===== src/rtl/serial_adder_pkg.sv =====
// Shared state encoding for the bit-serial adder.
package serial_adder_pkg;

   localparam logic [1:0] IDLE  = 2'd0;
   localparam logic [1:0] SHIFT = 2'd1;
   localparam logic [1:0] DONE  = 2'd2;

   // 2'd3 is unused; the FSM treats it as illegal and falls back to IDLE.
   typedef enum logic [1:0] {
      ST_IDLE  = IDLE,
      ST_SHIFT = SHIFT,
      ST_DONE  = DONE
   } state_e;

endpackage


===== src/rtl/full_adder_cell.sv =====
// One-bit full adder composed of two half adders and an OR of their carries.
module full_adder_cell (
   input  logic a,
   input  logic b,
   input  logic cin,
   output logic s,
   output logic cout
);

   logic s0;
   logic c0;
   logic c1;

   half_adder u_ha0 (.a(a),  .b(b),   .s(s0), .c(c0));
   half_adder u_ha1 (.a(s0), .b(cin), .s(s),  .c(c1));

   assign cout = c0 | c1;

endmodule


===== src/rtl/half_adder.sv =====
// One-bit half adder: sum and carry of two bits.
module half_adder (
   input  logic a,
   input  logic b,
   output logic s,
   output logic c
);

   assign s = a ^ b;
   assign c = a & b;

endmodule


===== src/rtl/serial_adder.sv =====
// Bit-serial adder: loads operands in parallel, adds LSB-first over WIDTH
// cycles through one full-adder cell, returns sum/cout with a done pulse.
module serial_adder
   import serial_adder_pkg::*;
#(
   parameter int WIDTH = 8
) (
   input  logic             clk,
   input  logic             rst_n,
   input  logic             start,
   input  logic [WIDTH-1:0] a,
   input  logic [WIDTH-1:0] b,
   output logic             busy,
   output logic             done,
   output logic [WIDTH-1:0] sum,
   output logic             cout,
   output logic [1:0]       dbg_state
);

   localparam int             CW   = $clog2(WIDTH + 1);
   localparam logic [CW-1:0]  LAST = CW'(WIDTH - 1);

   // Handshake: start is sampled on each rising edge; it is accepted only in
   // IDLE or DONE, ignored in SHIFT. done is high for exactly the one cycle
   // after the final bit, when sum/cout first show the new result.

   state_e           state_q;
   logic [WIDTH-1:0] a_sr_q;
   logic [WIDTH-1:0] b_sr_q;
   logic [WIDTH-1:0] res_q;
   logic [WIDTH-1:0] res_d;
   logic [WIDTH-1:0] sbit_msb;
   logic [CW-1:0]    cnt_q;
   logic             carry_q;
   logic             busy_q;
   logic             done_q;
   logic [WIDTH-1:0] sum_q;
   logic             cout_q;
   logic             fa_s;
   logic             fa_cout;

   full_adder_cell u_fa (
      .a    (a_sr_q[0]),
      .b    (b_sr_q[0]),
      .cin  (carry_q),
      .s    (fa_s),
      .cout (fa_cout)
   );

   // Sum bit enters the working result from the MSB side; written this way
   // so it also holds for WIDTH=1.
   always_comb begin
      sbit_msb            = '0;
      sbit_msb[WIDTH-1]   = fa_s;
      res_d               = (res_q >> 1) | sbit_msb;
   end

   always_ff @(posedge clk or negedge rst_n) begin
      if (!rst_n) begin
         state_q <= ST_IDLE;
         a_sr_q  <= '0;
         b_sr_q  <= '0;
         res_q   <= '0;
         cnt_q   <= '0;
         carry_q <= 1'b0;
         busy_q  <= 1'b0;
         done_q  <= 1'b0;
         sum_q   <= '0;
         cout_q  <= 1'b0;
      end else begin
         case (state_q)
            ST_IDLE, ST_DONE: begin
               done_q <= 1'b0;
               if (start) begin
                  a_sr_q  <= a;
                  b_sr_q  <= b;
                  res_q   <= '0;
                  cnt_q   <= '0;
                  carry_q <= 1'b0;
                  busy_q  <= 1'b1;
                  state_q <= ST_SHIFT;
               end else begin
                  state_q <= ST_IDLE;
               end
            end
            ST_SHIFT: begin
               a_sr_q  <= a_sr_q >> 1;
               b_sr_q  <= b_sr_q >> 1;
               res_q   <= res_d;
               carry_q <= fa_cout;
               cnt_q   <= cnt_q + CW'(1);
               if (cnt_q == LAST) begin
                  sum_q   <= res_d;
                  cout_q  <= fa_cout;
                  busy_q  <= 1'b0;
                  done_q  <= 1'b1;
                  state_q <= ST_DONE;
               end
            end
            default: begin
               busy_q  <= 1'b0;
               done_q  <= 1'b0;
               state_q <= ST_IDLE;
            end
         endcase
      end
   end

   assign busy      = busy_q;
   assign done      = done_q;
   assign sum       = sum_q;
   assign cout      = cout_q;
   assign dbg_state = state_q;

endmodule

===== config.mk =====
export PLATFORM = sky130hd
export DESIGN_NAME = serial_adder
export DESIGN_NICKNAME = d
export VERILOG_FILES = /design/src/rtl/serial_adder_pkg.sv /design/src/rtl/full_adder_cell.sv /design/src/rtl/half_adder.sv /design/src/rtl/serial_adder.sv
export SDC_FILE = /design/constraint.sdc
export NUM_CORES = 1
export LEC_CHECK = 0
export CAP_MARGIN = 10
export CORE_ASPECT_RATIO = 0.6
export CORE_MARGIN = 2
export CORE_UTILIZATION = 55
export CTS_BUF_LIST = sky130_fd_sc_hd__clkbuf_16
export CTS_CLUSTER_DIAMETER = 50
export DETAILED_ROUTE_END_ITERATION = 7
export PLACE_DENSITY = 0.87
export REMOVE_ABC_BUFFERS = 1
export SETUP_SLACK_MARGIN = 0.02
export SLEW_MARGIN = 20
export SYNTH_ARGS = -nofsm -noshare
export SYNTH_HDL_FRONTEND = slang
export SYNTH_SLANG_ARGS = --single-unit

===== constraint.sdc =====
create_clock -name clk -period 3.2 [get_ports clk]
set_input_delay 0.64 -clock clk [delete_from_list [all_inputs] [get_ports clk]]
set_output_delay 0.64 -clock clk [all_outputs]
set_load 0.02 [all_outputs]

Yosys cells after proc, flatten, opt, wreduce, memory -nomap -nowiden
Index checks and enable logic that the tools add are counted. W data, S select, Z words.

$add $sub $neg: 1. Multiplexer cells: 18. Reduce and logical (&&, ||, !) cells: 6. Bitwise logic cells: 6. Equal/unequal tests: 5.

Operator list (number): $pmux W8 S2 (3); $mux W8 (3); $or A7 B8 Y8 (1); $pmux W4 S2 (1); $mux W1 (6); $reduce_and A2 Y1 (3); $add A4 B1 Y4 const B (1); $eq A4 B3 Y1 const B (1); $mux W4 (1); $ne A2 B2 Y1 const B (2); $pmux W1 S2 (2); $pmux W2 S2 (1); $and A1 B1 Y1 (2); $eq A2 B1 Y1 const B (1); $eq A2 B2 Y1 const B (1); $logic_not A2 Y1 (1); $mux W2 (1); $reduce_bool A2 Y1 (1); $reduce_or A2 Y1 (1); $xor A1 B1 Y1 (2); $or A1 B1 Y1 (1).

Output and inout bits: 13. Logic and storage cells: 46. Register bits after elaboration: 42.

Logic depth before layout (Yosys ltp)
Depth after elaboration: 4. Mapped depth: 5. Mapped depth without buffers: 4.

Modules after synthesis
Synthesis repeated with hierarchy kept, for this count alone.

Cell total of the unflattened synthesis: 117. Area, all modules: 1745.4 um^2.

Modules (own cells, without submodules): serial_adder (area each 1714.1 um^2, times used 1, cells each 114); half_adder (area each 12.5 um^2, times used 2, cells each 1); full_adder_cell (area each 6.3 um^2, times used 1, cells each 1).

Least setup slack after synthesis
OpenSTA, ideal clock, no wires.

Kind: in2reg. Start: in start. End: reg cnt_q[2]. Arrival: 1.379 ns. Slack: 1.700 ns. Stages: 5. Cells stage by stage: nor2b_4 -> buf_6 -> buf_6 -> mux2i_1 -> a22o_1.

Longest elaborated chain between the ends: 2.

Ends and longest elaborated chain: start: declaration (RTL line serial_adder.sv:10) `input logic start,`; $ne A2 B2 Y1 (no source line); $reduce_and A2 Y1 (no source line); end signal: assignment (RTL line serial_adder.sv:91) `cnt_q <= cnt_q + CW'(1);`; end: declaration (RTL line serial_adder.sv:33) `logic [CW-1:0] cnt_q;`.

No other way between the ends. A chain may end at the register's enable or synchronous reset.

Worst setup path in the final report
Start: reg cnt_q[0]. End: reg sum_q[0], in the netlist sum[0].

Longest elaborated chain between the ends: 2.

Ends and longest elaborated chain: $eq A4 B3 Y1 (RTL line serial_adder.sv:92) `if (cnt_q == LAST) begin`; $reduce_and A2 Y1 (no source line); end signal: assignment (RTL line serial_adder.sv:93) `sum_q <= res_d;`; end: declaration (RTL line serial_adder.sv:37) `logic [WIDTH-1:0] sum_q;`.

No other way between the ends.

==> impl_metrics.py <==
metrics = {
    "run_status": {
        "status": "complete, no violations",
    },
    "worst_hold_path": {
        "worstHoldPathType": "primary input to async pin",
    },
    "power_and_ir_drop": {
        "peakVddDrop_uv": 495.2,
        "p_leak_nw": 1.074,
        "total_power_mw": 2.231,
        "powerDensity_nw_per_um2": 1038,
    },
    "critical_path": {
        "r2r-start": "cnt_q[0]",
        "cp_top_family": "simple AND/OR/NAND/NOR gates",
        "path_buf_inv": 0,
        "max_stage_delay_ps": 860,
        "crit_slowest_cell": "nor3b_2",
        "critPathMaxFanout": 10,
        "worstPathCellList": "ha_1, nand3b_4, nor3b_2, mux2_4",
        "critPathLaunchType": "register",
        "crit_type": "register to register",
        "worst_setup_path_end_kind": "register",
        "cp.required_ps": 3360,
        "arrival_ps": 2260,
        "critPathLaunch": "cnt_q[0]",
    },
    "grt": {
        "grt_use_total_pct": 18.89,
        "grt_pass1_wl_um": 4912,
        "antenna_found_initial": 0,
        "grt_pass1_vias": 989,
        "overflow": 0,
        "grt_max_degree": 41,
    },
    "drt": {
        "drtIter0Drc": 78,
        "wl_um": 3055,
        "ant_nets": 0,
        "viasPerCell": 5.572,
        "drc": 0,
        "first_pass_iters": 4,
        "wl_per_cell_um": 16.34,
        "num_vias": 1042,
    },
    "synth": {
        "synth-simple-area-share_pct": 6.174,
        "synth_top_family_by_area": "compound AO/OA/AOI/OAI gates",
        "ys_warn_count": 0,
        "synth_area_leaders": "dfrtp_1 57%, a22o_1 13%, mux2_4 7.8%",
        "synth_xor_area_share_pct": 0,
        "ys_ff_latch": 40,
        "netlist_area_um2": 1743,
        "synthAdderAreaFrac_pct": 1.866,
        "syn_inst": 115,
        "syn_area_per_cell_um2": 15.16,
        "muxShareOfSynthArea_pct": 9.548,
        "yosysSeqAreaShare_pct": 57.43,
        "synth_area_leader_cell": "dfrtp_1",
        "ys_types": 21,
        "synth-compound-area-share_pct": 19.81,
        "yosysTopAreaCellShare_pct": 57.43,
    },
    "timing": {
        "fin_skew_ps": 4.014,
        "max_freq_mhz": 477.4,
        "tightest_slew_ps": 1046,
        "hold_viol_final": 0,
        "grt_setup_unrepaired": "false",
        "finalMaxSlewViolations": 0,
        "finalCriticalPeriod_ps": 2095,
        "setup-violations-final": 0,
        "max_slew_margin_pct": 29.99,
        "setup_tns_ps": 0,
        "min_period_over_period_pct": 65.46,
    },
    "clock_tree": {
        "clk_pin_slew_ps": 60,
        "tritoncts": "built",
        "cts_buffers": 5,
        "cts-root-buf": "clkbuf_16",
        "clk_path_buf_depth": 2,
        "cts_hold_buf": 0,
        "cts_setup_buffers": 0,
        "cts_resized": 0,
        "htree_levels": 2,
        "insertion_delay_ps": 280,
        "cts_sinks": 40,
    },
    "layout": {
        "drive_above_1_share_pct": 15.86,
        "synthToLayoutAreaGrowth_pct": 23.33,
        "antenna_cells": 0,
        "final_common_cell": "dfrtp_1",
        "fillers": 183,
        "nets": 165,
        "ff_latch_area_um2": 1001,
        "final_cell_mix": "40 x dfrtp_1, 30 x clkdlybuf4s50_1, 26 x a22o_1, 15 x a21o_1, 9 x mux2_4",
        "multi_input_area_um2": 651.9,
    },
    "placed_design": {
        "dp_hpwl_um": 2045,
        "port-buffer-count": 31,
        "place.gp.congestion": 0.7433,
    },
    "floorplanning": {
        "die-area_um2": 3650,
        "die_w_um": 76.68,
        "dieHeight_um": 47.61,
        "start_util_pct": 59.15,
        "rows": 15,
        "core_um2": 2947,
        "pin_count": 32,
    },
    "job": {
        "maxCapViolations": 0,
    },
}
-- registers in the layout, summed over array words and instances, names as in the netlist --
register / count
cout: 1
a_sr_q: 8
res_q: 7
busy: 1
b_sr_q: 8
carry_q: 1
dbg_state: 2
sum: 8
cnt_q: 4
-- cell usage after synthesis (all sizes together) --
library cell	number
nand3b	2
mux2	10
fa	1
o21ai	1
a21o	15
ha	1
nor3b	1
a22o	26
nor2b	1
nand2b	1
and2b	2
nor2	2
nand4	1
dfrtp	40
buf	9
mux2i	2
-- worst paths after layout --
path	to	depth (start not counted)	slack, ps
worst max-delay path	sum[0]	4	1110
min in group clk	a_sr_q[6]	1	480
worst max register to register	sum[0]	4	1110
worst min-delay path	busy	1	470
worst min register to register	a_sr_q[6]	1	480
max in group asynchronous	b_sr_q[6]	1	2200
-- through the flow --
stage	utilization (%)	instance area [µm²]	cells	setup slack [ps]	hold slack, ps
5_1_grt	72.95	2150	187	993.8	490.4
3_3_place_gp	68.24	2011	179	1051	459.3
3_5_place_dp	68.24	2011	179	1025	466.6
4_1_cts	72.95	2150	187	1110	478.6
6_report	72.95	2150	187	1105	467.0
2_1_floorplan	-	1653	106	1374	344.4
-- area by class of cell --
type / instances / share of cell area [%]
Sequential cell: 40 / 46.57
Multi-Input combinational cell: 66 / 30.33
Clock inverter: 3 / 0.6403
Timing Repair Buffer: 31 / 14.20
Tap cell: 42 / 2.445
Clock buffer: 5 / 5.821
-- where the power goes --
| part | switching (mW) | total (mW) | internal [mW] |
|---|---|---|---|
| Combinational | 0.393 | 0.880 | 0.487 |
| Sequential | 0.159 | 0.883 | 0.725 |
| Clock | 0.185 | 0.467 | 0.283 |
| Total | 0.736 | 2.23 | 1.49 |
-- cell families (layout without fill, tap and decap cells) --
group                      after synthesis  in the layout
and+or+nand+nor                         10             10
muxes                                   12             12
DFF                                     40             40
buffers and inverters                    9             39
adders and majority gates                2              2
AOI/OAI and AO/OA                       42             42
-- routing by layer --
layer | share of wire (%) | global-route usage, % | vias to the layer above
met3 | 5.9 | 6.981 | 4
li1 | - | - | 486
met1 | 48 | 24.54 | 517
met2 | 45 | 30.53 | 35
met5 | 0 | 0 | -
met4 | 0.79 | 6.545 | 0
Note: power is estimated with default switching activity, not from simulation.
